$ cat src/rtl/cordic.sv
`default_nettype none
// ============================================================================
// Module   : cordic
// Brief    : Iterative rotation-mode CORDIC, Q8.8 degrees in -> Q1.15 cos/sin
//            out, one micro-rotation per clock, pulse handshake.
// Revision : 1.0 - initial release
// ============================================================================

module cordic #(
  parameter int iterations = 16
) (
  input  logic               clk,
  input  logic               rst,
  input  logic               input_ready,
  input  logic [15:0]        angle,
  output logic               output_ready,
  output logic signed [15:0] cosine_out,
  output logic signed [15:0] sine_out
);

  typedef enum logic [1:0] {
    S_IDLE  = 2'd0,
    S_RUN   = 2'd1,
    S_FINAL = 2'd2
  } state_t;

  localparam logic [15:0]        c_deg90     = 16'd23040;
  localparam logic [15:0]        c_deg180    = 16'd46080;
  localparam logic signed [19:0] c_k         = 20'sd79594;
  localparam logic [4:0]         c_last_iter = 5'(iterations - 1);

  state_t             r_state;
  logic [4:0]         r_cnt;
  logic signed [19:0] r_x;
  logic signed [19:0] r_y;
  logic signed [31:0] r_z;
  logic               r_neg_cos;
  logic               r_neg_sin;

  logic               w_q2;
  logic               w_q3;
  logic [15:0]        w_folded;
  logic signed [31:0] w_z_init;
  logic signed [19:0] w_x_sh;
  logic signed [19:0] w_y_sh;
  logic signed [31:0] w_atan;
  logic signed [19:0] w_x_nxt;
  logic signed [19:0] w_y_nxt;
  logic signed [31:0] w_z_nxt;
  logic signed [15:0] w_cos_sat;
  logic signed [15:0] w_sin_sat;
  logic signed [15:0] w_cos_res;
  logic signed [15:0] w_sin_res;

  // atan(2^-i) in degrees scaled by 2^24
  function automatic logic signed [31:0] atan_lut(input logic [4:0] i);
    case (i)
      5'd0:    return 32'sd754974720;
      5'd1:    return 32'sd445687602;
      5'd2:    return 32'sd235489088;
      5'd3:    return 32'sd119537938;
      5'd4:    return 32'sd60000934;
      5'd5:    return 32'sd30029717;
      5'd6:    return 32'sd15018523;
      5'd7:    return 32'sd7509720;
      5'd8:    return 32'sd3754917;
      5'd9:    return 32'sd1877466;
      5'd10:   return 32'sd938734;
      5'd11:   return 32'sd469367;
      5'd12:   return 32'sd234684;
      5'd13:   return 32'sd117342;
      5'd14:   return 32'sd58671;
      5'd15:   return 32'sd29335;
      5'd16:   return 32'sd14668;
      5'd17:   return 32'sd7334;
      5'd18:   return 32'sd3667;
      5'd19:   return 32'sd1833;
      5'd20:   return 32'sd917;
      5'd21:   return 32'sd458;
      5'd22:   return 32'sd229;
      5'd23:   return 32'sd115;
      default: return 32'sd0;
    endcase
  endfunction

  function automatic logic signed [15:0] sat_round(input logic signed [19:0] v);
    logic signed [19:0] t;
    t = (v + 20'sd2) >>> 2;
    if (t > 20'sd32767)
      return 16'sh7fff;
    if (t < -20'sd32768)
      return 16'sh8000;
    return t[15:0];
  endfunction

  // Negating full-scale negative would wrap, so clamp it to full-scale positive
  function automatic logic signed [15:0] neg_sat(input logic signed [15:0] v);
    if (v == 16'sh8000)
      return 16'sh7fff;
    return -v;
  endfunction

  always_comb begin
    w_q2     = (angle > c_deg90) && (angle <= c_deg180);
    w_q3     = (angle > c_deg180);
    w_folded = angle;
    if (w_q3)
      w_folded = angle - c_deg180;
    else if (w_q2)
      w_folded = c_deg180 - angle;
    w_z_init = {w_folded, 16'h0000};
  end

  always_comb begin
    w_x_sh = r_x >>> r_cnt;
    w_y_sh = r_y >>> r_cnt;
    w_atan = atan_lut(r_cnt);
    if (!r_z[31]) begin
      w_x_nxt = r_x - w_y_sh;
      w_y_nxt = r_y + w_x_sh;
      w_z_nxt = r_z - w_atan;
    end else begin
      w_x_nxt = r_x + w_y_sh;
      w_y_nxt = r_y - w_x_sh;
      w_z_nxt = r_z + w_atan;
    end
  end

  always_comb begin
    w_cos_sat = sat_round(r_x);
    w_sin_sat = sat_round(r_y);
    w_cos_res = r_neg_cos ? neg_sat(w_cos_sat) : w_cos_sat;
    w_sin_res = r_neg_sin ? neg_sat(w_sin_sat) : w_sin_sat;
  end

  always_ff @(posedge clk) begin
    if (rst) begin
      r_state      <= S_IDLE;
      r_cnt        <= '0;
      r_x          <= '0;
      r_y          <= '0;
      r_z          <= '0;
      r_neg_cos    <= 1'b0;
      r_neg_sin    <= 1'b0;
      output_ready <= 1'b0;
      cosine_out   <= '0;
      sine_out     <= '0;
    end else begin
      output_ready <= 1'b0;
      case (r_state)
        S_IDLE: begin
          if (input_ready) begin
            r_x       <= c_k;
            r_y       <= '0;
            r_z       <= w_z_init;
            r_neg_cos <= w_q2 | w_q3;
            r_neg_sin <= w_q3;
            r_cnt     <= '0;
            r_state   <= S_RUN;
          end
        end
        S_RUN: begin
          r_x <= w_x_nxt;
          r_y <= w_y_nxt;
          r_z <= w_z_nxt;
          if (r_cnt == c_last_iter)
            r_state <= S_FINAL;
          else
            r_cnt <= r_cnt + 5'd1;
        end
        S_FINAL: begin
          cosine_out   <= w_cos_res;
          sine_out     <= w_sin_res;
          output_ready <= 1'b1;
          r_cnt        <= '0;
          r_state      <= S_IDLE;
        end
        default: r_state <= S_IDLE;
      endcase
    end
  end

endmodule

`default_nettype wire

$ cat config.mk
export PLATFORM = sky130hd
export DESIGN_NAME = cordic
export DESIGN_NICKNAME = d
export VERILOG_FILES = /design/src/rtl/cordic.sv
export SDC_FILE = /design/constraint.sdc
export NUM_CORES = 1
export LEC_CHECK = 0
export CAP_MARGIN = 20
export CORE_ASPECT_RATIO = 1.5
export CORE_MARGIN = 5
export CORE_UTILIZATION = 35
export DETAILED_ROUTE_END_ITERATION = 8
export DONT_BUFFER_PORTS = 1
export GPL_ROUTABILITY_DRIVEN = 0
export GPL_TIMING_DRIVEN = 0
export MAX_ROUTING_LAYER = met4
export SETUP_SLACK_MARGIN = 0.15
export SLEW_MARGIN = 20
export SYNTH_ARGS = -nofsm -noshare
export SYNTH_HDL_FRONTEND = slang
export SYNTH_SLANG_ARGS = --single-unit
$ cat constraint.sdc
create_clock -name clk -period 9.45 [get_ports clk]
set_input_delay 2.3625 -clock clk [delete_from_list [all_inputs] [get_ports clk]]
set_output_delay 2.3625 -clock clk [all_outputs]
set_load 0.03 [all_outputs]
Yosys cells after proc, flatten, opt, wreduce, memory -nomap -nowiden
Memory sizes are Yosys's and may differ from the RTL's. A register that Yosys moved wholly into a read port is not among the register bits.
Index checks and enable logic that the tools add are counted.
- $add $sub $neg: 13
- $mul: 0
- div/mod/pow operators: 0
- order comparisons: 7
- equal/unequal tests: 8
- shift operators: 2
- mux-type cells: 42
- bitwise logic cells: 1
- reductions and logical operators: 8
- operator list (cell ; count):
    $mux W16 ; 16
    $mux W20 ; 4
    $pmux W20 S2 ; 2
    $mux W32 ; 2
    $pmux W32 S2 ; 1
    $add A20 B20 Y20 ; 2
    $add A20 B3 Y20 const B ; 2
    $sshr A20 B5 Y20 ; 2
    $sub A20 B20 Y20 ; 2
    $gt A18 B16 Y1 const B ; 2
    $lt A18 B16 Y1 const B ; 2
    $add A32 B32 Y32 ; 1
    $eq A16 B16 Y1 const B ; 2
    $neg A16 Y16 ; 2
    $sub A32 B32 Y32 ; 1
    $mux W5 ; 4
    $gt A16 B15 Y1 const B ; 1
    $gt A16 B16 Y1 const B ; 1
    $le A16 B16 Y1 const B ; 1
    $sub A16 B16 Y16 const A ; 1
    $sub A16 B16 Y16 const B ; 1
    $pmux W5 S3 ; 1
    $mux W1 ; 9
    $ne A2 B2 Y1 const B ; 3
    13 further kinds ; 16
- bits in registers: 114
- latch bits: 0
- RAM bits: 0
- ROM bits: 960
- input port bits: 19
- output and inout bits: 33
- word-level logic and storage cells: 92
- memories kept: 1
- memory list (memory ; depth ; bits a word ; rd ports ; clocked after Yosys merged registers in ; write ports ; RTL line ; text):
    (name not given) ; 32 ; 30 ; 1 ; 1 ; 0 ; 57 ; case (i)

Logic depth before layout (Yosys ltp)
Gate-level depths: netlist of run 1.
- word-level depth: 10
- mapped depth: 23
- gate-level depth less buffers: 20

Worst setup path before layout of run 1
Ideal clock, no wire load.
- path type: reg2reg
- from: register r_cnt[0]
- to: register r_y[19]
- setup time: 0.132 ns
- arrival: 4.893 ns
- required time: 9.318 ns
- slack: 4.425 ns
- cell stages (with the launch flop): 24
- path buffers: 4
- clock period less this slack: 5.025 ns
- cell sequence: dfxtp_1 buf_6 buf_6 buf_4 buf_4 mux4_2 a22oi_1 o21ai_0 a21oi_1 ha_1 nor2_1 a21oi_1 inv_1 ha_1 nor2b_1 o31a_1 nor4_1 o31ai_1 a2111oi_0 nor4_1 o31ai_1 xnor2_1 mux2i_1 a21oi_1
- cells in the longest elaborated chain, start to end: 4
- elaborated cells on any way between the ends: 5
- those cells by class: add/sub (2); shift (1); mux (2)
- RTL lines (element ; RTL line ; text):
    start, declared ; 33 ; logic [4:0] r_cnt;
    start signal, assigned ; 169 ; r_cnt <= r_cnt + 5'd1;
    $sshr A20 B5 Y20 * ; 115 ; w_x_sh = r_x >>> r_cnt;
    $add A20 B20 Y20 or $sub A20 B20 Y20 (tied branches) ; 120, 124 ;
    $mux W20 * ; 118 ; if (!r_z[31]) begin
    $pmux W20 S2 * ; 150 ; case (r_state)
    end signal, assigned ; 164 ; r_y <= w_y_nxt;
    end, declared ; 35 ; logic signed [19:0] r_y;
Every way passes the cells marked *; elsewhere a longest branch is shown, timed or not.
A chain may end at the register's enable or synchronous reset.

Final worst setup path of run 1
- from: register r_cnt[1]
- to: register r_y[19]
The elaborated chain is that of the path after synthesis.

==> flow_summary.json, run 1 <==
{
  "outcome": "completed",
  "synth_seq_cells": 144,
  "r2r_end": "r_y[19]",
  "arrival_ns": 6.89,
  "grt_pass1_vias": 16011,
  "finalSetupViolCount": 0,
  "h-tree-depth": 4,
  "r2r_cells": 23,
  "fin_cells": 2673,
  "startpoint_type": "register",
  "drtAntennaViolNets": 0,
  "post-route-cell-area_mm2": 0.01681,
  "wl_um": 58790,
  "final_max_slew_viol_count": 0,
  "slew_headroom_pct": 33.71,
  "synthFlopType": "dfxtp_1",
  "gr-total-overflow": 0,
  "wl_per_cell_um": 22.00,
  "die_w_um": 181.9,
  "avgSynthCellArea_um2": 7.513,
  "cts_resized": 0,
  "syn_nets": 2180,
  "worst-slew-pin-transition_ns": 0.9944,
  "cp.required_ns": 9.77,
  "leakage_nw": 6.612,
  "post-route-period-util_pct": 69.61,
  "finalWorstSetupSlack_ns": 2.871,
  "crit_path_end": "r_y[19]",
  "areaGrowthSynthToFinish_pct": 8.416,
  "drcViolationCount": 0,
  "rows": 94,
  "io_pins": 52,
  "place_inst": 2640,
  "core_area_mm2": 0.04387,
  "skew_ns": 0.009646,
  "grt_pass1_wl_um": 89950,
  "die-area_mm2": 0.04870,
  "cp_max_fo": 10,
  "hold_buffers": 0,
  "hold_viol": 0,
  "io_buffers": 0,
  "post_cts_buffers": 0,
  "cts_buffers": 17,
  "grt_max_degree": 17,
  "synth_cell_types": 82,
  "place_area_mm2": 0.01623,
  "cts.reportedPaths.clkPinSlew_ns": 0.07,
  "viasPerCell": 6.232,
  "cts_num_sinks": 144,
  "r2r_start": "r_cnt[1]",
  "dp_hpwl_um": 45800,
  "place_ws_ns": 3.037,
  "hp-class": "register to register",
  "final.min_clock_period_ns": 6.579,
  "r2r_slack_ns": 2.87,
  "dieHeight_um": 267.8,
  "peakVddDrop_mv": 0.1542,
  "drt_iter0_markers": 1599,
  "nNetsFinal": 2199,
  "critPathKind": "register to register",
  "synth.yosys.warnings": 0,
  "synth_edf_count": 0,
  "yosysSeqAreaShare_pct": 18.59,
  "num_vias": 16659,
  "clkLatencyLatePin_ns": 0.47,
  "maxCapViolations": 0,
  "synth_cells": 2064,
  "setup_tns_ns": 0,
  "synth_area_mm2": 0.01551,
  "track_usage_pct": 23.96,
  "cts_tree": "yes",
  "cts.path.max_buffers": 2,
  "first_pass_iters": 5,
  "cts_root_buf": "clkbuf_16",
  "critPathLaunch": "r_cnt[1]",
  "start_util_pct": 35.35,
  "p_per_area_mw_per_mm2": 289.5,
  "end_kind": "register",
  "final_cell_mix": "nor2_1 (267), a21oi_1 (164), nand2_1 (158)",
  "ys_async_sr_fraction_pct": 0,
  "rsz0062_at_grt": "false",
  "fmax_mhz": 152.0,
  "drive_gt1_share_pct": 6.823,
  "final_common_cell": "nor2_1",
  "antenna_found_initial": 1,
  "holdWs_ns": 0.4708
}
-- cells in the mapped netlist, drive strengths merged (16+ instances only) --
cell type	count	share of area [%]
nand4	16	0.65
o21ai	105	3.4
a22oi	31	1.5
a211oi	53	2.6
a31oi	33	1.3
xnor2	94	5.3
and2	18	0.73
o21a	21	1.0
and3	24	0.97
o211ai	18	0.87
nand2	158	3.8
dfxtp	144	19
mux2i	31	2.0
inv	44	1.1
nor3	73	2.4
o31ai	19	0.92
o22ai	18	0.73
a21oi	164	5.3
buf	43	1.5
a21o	45	2.2
nor4	21	0.98
clkbuf	104	2.5
or3	19	0.77
ha	94	7.6
mux4	44	6.5
nor2	267	6.5
nand2b	28	1.1
xor2	79	4.5
nand3	69	2.2
-- final cells by class --
| type | instances | area (um^2) |
|---|---|---|
| fill | 4557 | 27060 |
| clock buffer | 17 | 425.4 |
| sequential | 144 | 2883 |
| buffer | 147 | 623.1 |
| clock inverter | 15 | 151.4 |
| tap | 576 | 720.7 |
| inverter | 44 | 165.2 |
| multi-input combinational | 1729 | 11840 |
| antenna | 1 | 2.502 |
-- flip-flops by register name, summed over array words and instances (netlist names) --
signal	count
cosine_out	16
output_ready	1
r_cnt	5
r_neg_cos	1
r_neg_sin	1
r_state	2
r_x	20
r_y	20
r_z	32
sine_out	16
w_atan	30
-- critical path, stage by stage, from the launching register on --
cell	delay [ns]
dfxtp_1	0.48
buf_4	0.26
buf_4	0.24
buf_2	0.33
buf_2	0.36
mux4_2	0.37
a22oi_1	0.15
o21ai_0	0.11
a21oi_1	0.48
ha_1	0.21
nor2_1	0.04
a21oi_1	0.40
inv_1	0.10
ha_1	0.29
nor2b_1	0.15
o31a_1	0.28
nor4_1	0.32
o31ai_1	0.24
a2111oi_0	0.58
nor4_1	0.18
o31ai_1	0.37
xnor2_1	0.18
mux2i_1	0.20
a21oi_1	0.08
-- through the flow --
step / total power [mW] / utilization [%]
after floorplan: 3.311 / -
after detailed placement: 4.096 / 36.99
after global routing: 5.218 / 38.32
after CTS: 4.809 / 38.30
final: 4.866 / 38.32
after global placement: 4.039 / 36.99
-- per-layer routing --
layer,wire (um),track usage [%]
met1,21110,24.93
met2,28990,41.93
met4,4694,16.30
met3,4001,3.331
met5,0,-
-- power by group --
part           switching [mW]  internal, mW
combinational            2.03          1.34
sequential              0.106         0.685
clock                   0.330         0.371
total                    2.47          2.40
-- kinds of logic (layout without fill, tap and decap cells) --
logic type | count (synthesis) | after routing | share of synthesized area [%]
AND/OR/NAND/NOR | 758 | 758 | 23.25
buffers and inverters | 191 | 223 | 5.083
other | 0 | 1 | 0
adder cells (fa/ha/maj) | 97 | 97 | 7.972
AO/OA/AOI/OAI | 617 | 617 | 26.18
multiplexers | 84 | 84 | 9.142
flip-flops | 144 | 144 | 18.59
XOR/XNOR | 173 | 173 | 9.772
-- worst min path at each step --
stage                 start       to  slack [ns]  cells past startpoint
floorplan            r_z[3]   r_z[3]        0.45                      2
global placement     r_z[3]   r_z[3]        0.46                      2
detailed placement  r_z[12]  r_z[12]        0.46                      2
CTS                 r_z[12]  r_z[12]        0.47                      2
global route        r_z[12]  r_z[12]        0.49                      2
finish              r_z[12]  r_z[12]        0.47                      2
Power figures use the tool's default switching activity.
==> run 2: changes to the inputs <==
- clock period: 9.45 -> 5.55 ns (I/O delays scaled with it)
==> run 2 against run 1 <==
Effect of this change: flip-flop and latch count unchanged; worst setup slack lost 2.6 ns; register-to-register slack worse by 2.6 ns; sequential share of layout area is 0.46 points lower; cell area grew 3.1%; combinational power grew 78%; via count rose by 1.1%; global-route usage up 0.13 points; die area is the same; critical path depth decreased by 4; clock power up 71%.
==> flow_summary.json, run 2 (synthesized netlist as in run 1, its figures left out) <==
{
  "outcome": "completed",
  "gr-total-overflow": 0,
  "num_vias": 16843,
  "final_cell_mix": "nor2_1 (266), a21oi_1 (160), nand2_1 (158)",
  "wl_per_cell_um": 22.04,
  "post-route-period-util_pct": 95.78,
  "largest_register_ffs": 32,
  "dp_hpwl_um": 45800,
  "io_buffers": 0,
  "max_flop_register": "r_z",
  "io_pins": 52,
  "start_util_pct": 35.35,
  "h-tree-depth": 4,
  "place_ws_ns": -0.8629,
  "drt_iter0_markers": 1533,
  "skew_ns": 0.007783,
  "slew_headroom_pct": 31.42,
  "hp-class": "register to register",
  "n_fill_cell": 4512,
  "finalWorstSetupSlack_ns": 0.2345,
  "cts_tree": "yes",
  "wl_um": 59420,
  "viasPerCell": 6.247,
  "cts_num_sinks": 144,
  "final_max_slew_viol_count": 0,
  "cts.path.max_buffers": 2,
  "drcViolationCount": 0,
  "core_area_mm2": 0.04387,
  "p_per_area_mw_per_mm2": 493.3,
  "final_util_pct": 39.50,
  "fmax_mhz": 188.1,
  "grt_pass1_vias": 16155,
  "drtAntennaViolNets": 0,
  "cts.reportedPaths.clkPinSlew_ns": 0.07,
  "arrival_ns": 5.63,
  "drive_gt1_share_pct": 9.958,
  "antenna_found_initial": 1,
  "peakVddDrop_mv": 0.2618,
  "die-area_mm2": 0.04870,
  "leakage_nw": 6.800,
  "fin_total_pwr_mw": 8.548,
  "critPathKind": "register to register",
  "cts_root_buf": "clkbuf_16",
  "cts_buffers": 17,
  "first_pass_iters": 6,
  "grt_max_degree": 17,
  "hold_viol": 0,
  "rsz0062_at_grt": "true",
  "clkLatencyLatePin_ns": 0.47,
  "maxCapViolations": 0,
  "grt_pass1_wl_um": 90480,
  "worst-slew-pin-transition_ns": 1.029,
  "dieHeight_um": 267.8,
  "die_w_um": 181.9,
  "cp_max_fo": 10,
  "rows": 94,
  "fin_cells": 2696,
  "end_kind": "register",
  "final.min_clock_period_ns": 5.316,
  "cp.required_ns": 5.86,
  "place_inst": 2640,
  "startpoint_type": "register",
  "areaGrowthSynthToFinish_pct": 11.75,
  "nNetsFinal": 2222,
  "track_usage_pct": 24.10,
  "final_common_cell": "nor2_1",
  "finalSetupViolCount": 0
}
-- run 2: cell count changes in the layout (fill, tap and decap cells not counted), moves of 4 or more --
cell / previous run / this run
nor4_1: 19 / 14
a21oi_1: 164 / 160
buf_12: 0 / 4
mux2i_1: 31 / 25
clkbuf_1: 103 / 96
o21ai_1: 2 / 6
o21ai_0: 103 / 97
clkbuf_2: 0 / 7
mux2i_2: 0 / 6
buf_2: 18 / 14
buf_8: 0 / 5
a21oi_2: 0 / 4
o31ai_1: 19 / 15
buf_4: 6 / 24
-- run 2: repair_timing --
action	4_1_cts	5_1_grt
endpoints found under the setup margin	14	16
gates resized for setup	30	65
pin swaps	2	13
buffers inserted	7	16
hold buffers	0	0
-- run 2: per-layer routing --
layer	track usage [%]	wire length, um	share of wire (%)	vias up
met5	-	0	0	-
met4	16.46	4838	8.1	0
met3	3.521	3889	6.5	312
met2	42.12	29410	50	891
met1	24.97	21280	36	7927
li1	-	-	-	7713
-- run 2: area by class of cell --
| cell class | instances | area [um^2] | area share (%) |
|---|---|---|---|
| Clock inverter | 15 | 151.4 | 0.8737 |
| Sequential cell | 144 | 2892 | 16.69 |
| Buffer | 147 | 737.0 | 4.253 |
| Multi-Input combinational cell | 1729 | 12060 | 69.61 |
| Clock buffer | 17 | 425.4 | 2.455 |
| Timing Repair Buffer | 23 | 172.7 | 0.9965 |
| Inverter | 44 | 165.2 | 0.9531 |
| Antenna cell | 1 | 2.502 | 0.01444 |
| Tap cell | 576 | 720.7 | 4.159 |
-- run 2: stage by stage --
step	instance area, um^2	TNS, ns	hold WS, ns
2_1_floorplan	15510	0	0.4478
3_3_place_gp	16230	-2.504	0.4555
3_5_place_dp	16230	-2.761	0.4628
4_1_cts	16980	0	0.4731
5_1_grt	17330	0	0.4896
6_report	17330	0	0.4706
-- run 2: power breakdown --
group / switching (mW) / internal [mW]
clock: 0.564 / 0.632
sequential: 0.180 / 1.17
combinational: 3.59 / 2.41
-- run 2: path summary, 6_finish.rpt --
| check | slack (ns) | endpoint | cells after the start | start |
|---|---|---|---|---|
| worst max-delay path | 0.23 | r_y[19] | 19 | r_cnt[4] |
| worst min-delay path | 0.47 | r_z[12] | 2 | r_z[12] |
| worst max register to register | 0.23 | r_y[19] | 19 | r_cnt[4] |
| worst min register to register | 0.47 | r_z[12] | 2 | r_z[12] |
-- run 2: worst max-delay path: stages (launching register included) --
cell,delay (ns)
dfxtp_1,0.57
clkbuf_1,0.48
clkbuf_1,0.51
o211ai_1,0.17
o221a_2,0.22
ha_1,0.31
nor2_2,0.04
a21oi_2,0.22
inv_1,0.08
ha_1,0.28
nor2b_1,0.15
o31a_1,0.36
nor4_4,0.37
o31ai_4,0.15
a2111oi_4,0.39
nor4_4,0.11
o31ai_2,0.32
xnor2_1,0.17
mux2i_1,0.20
a21oi_1,0.08
==> run 3: changes to the inputs <==
- ABC_CLOCK_PERIOD_IN_PS: not set -> 5550
- CTS_CLUSTER_DIAMETER: not set -> 200
==> results of run 3 <==
Final layout, timing and power as in run 2 (identical DEF).
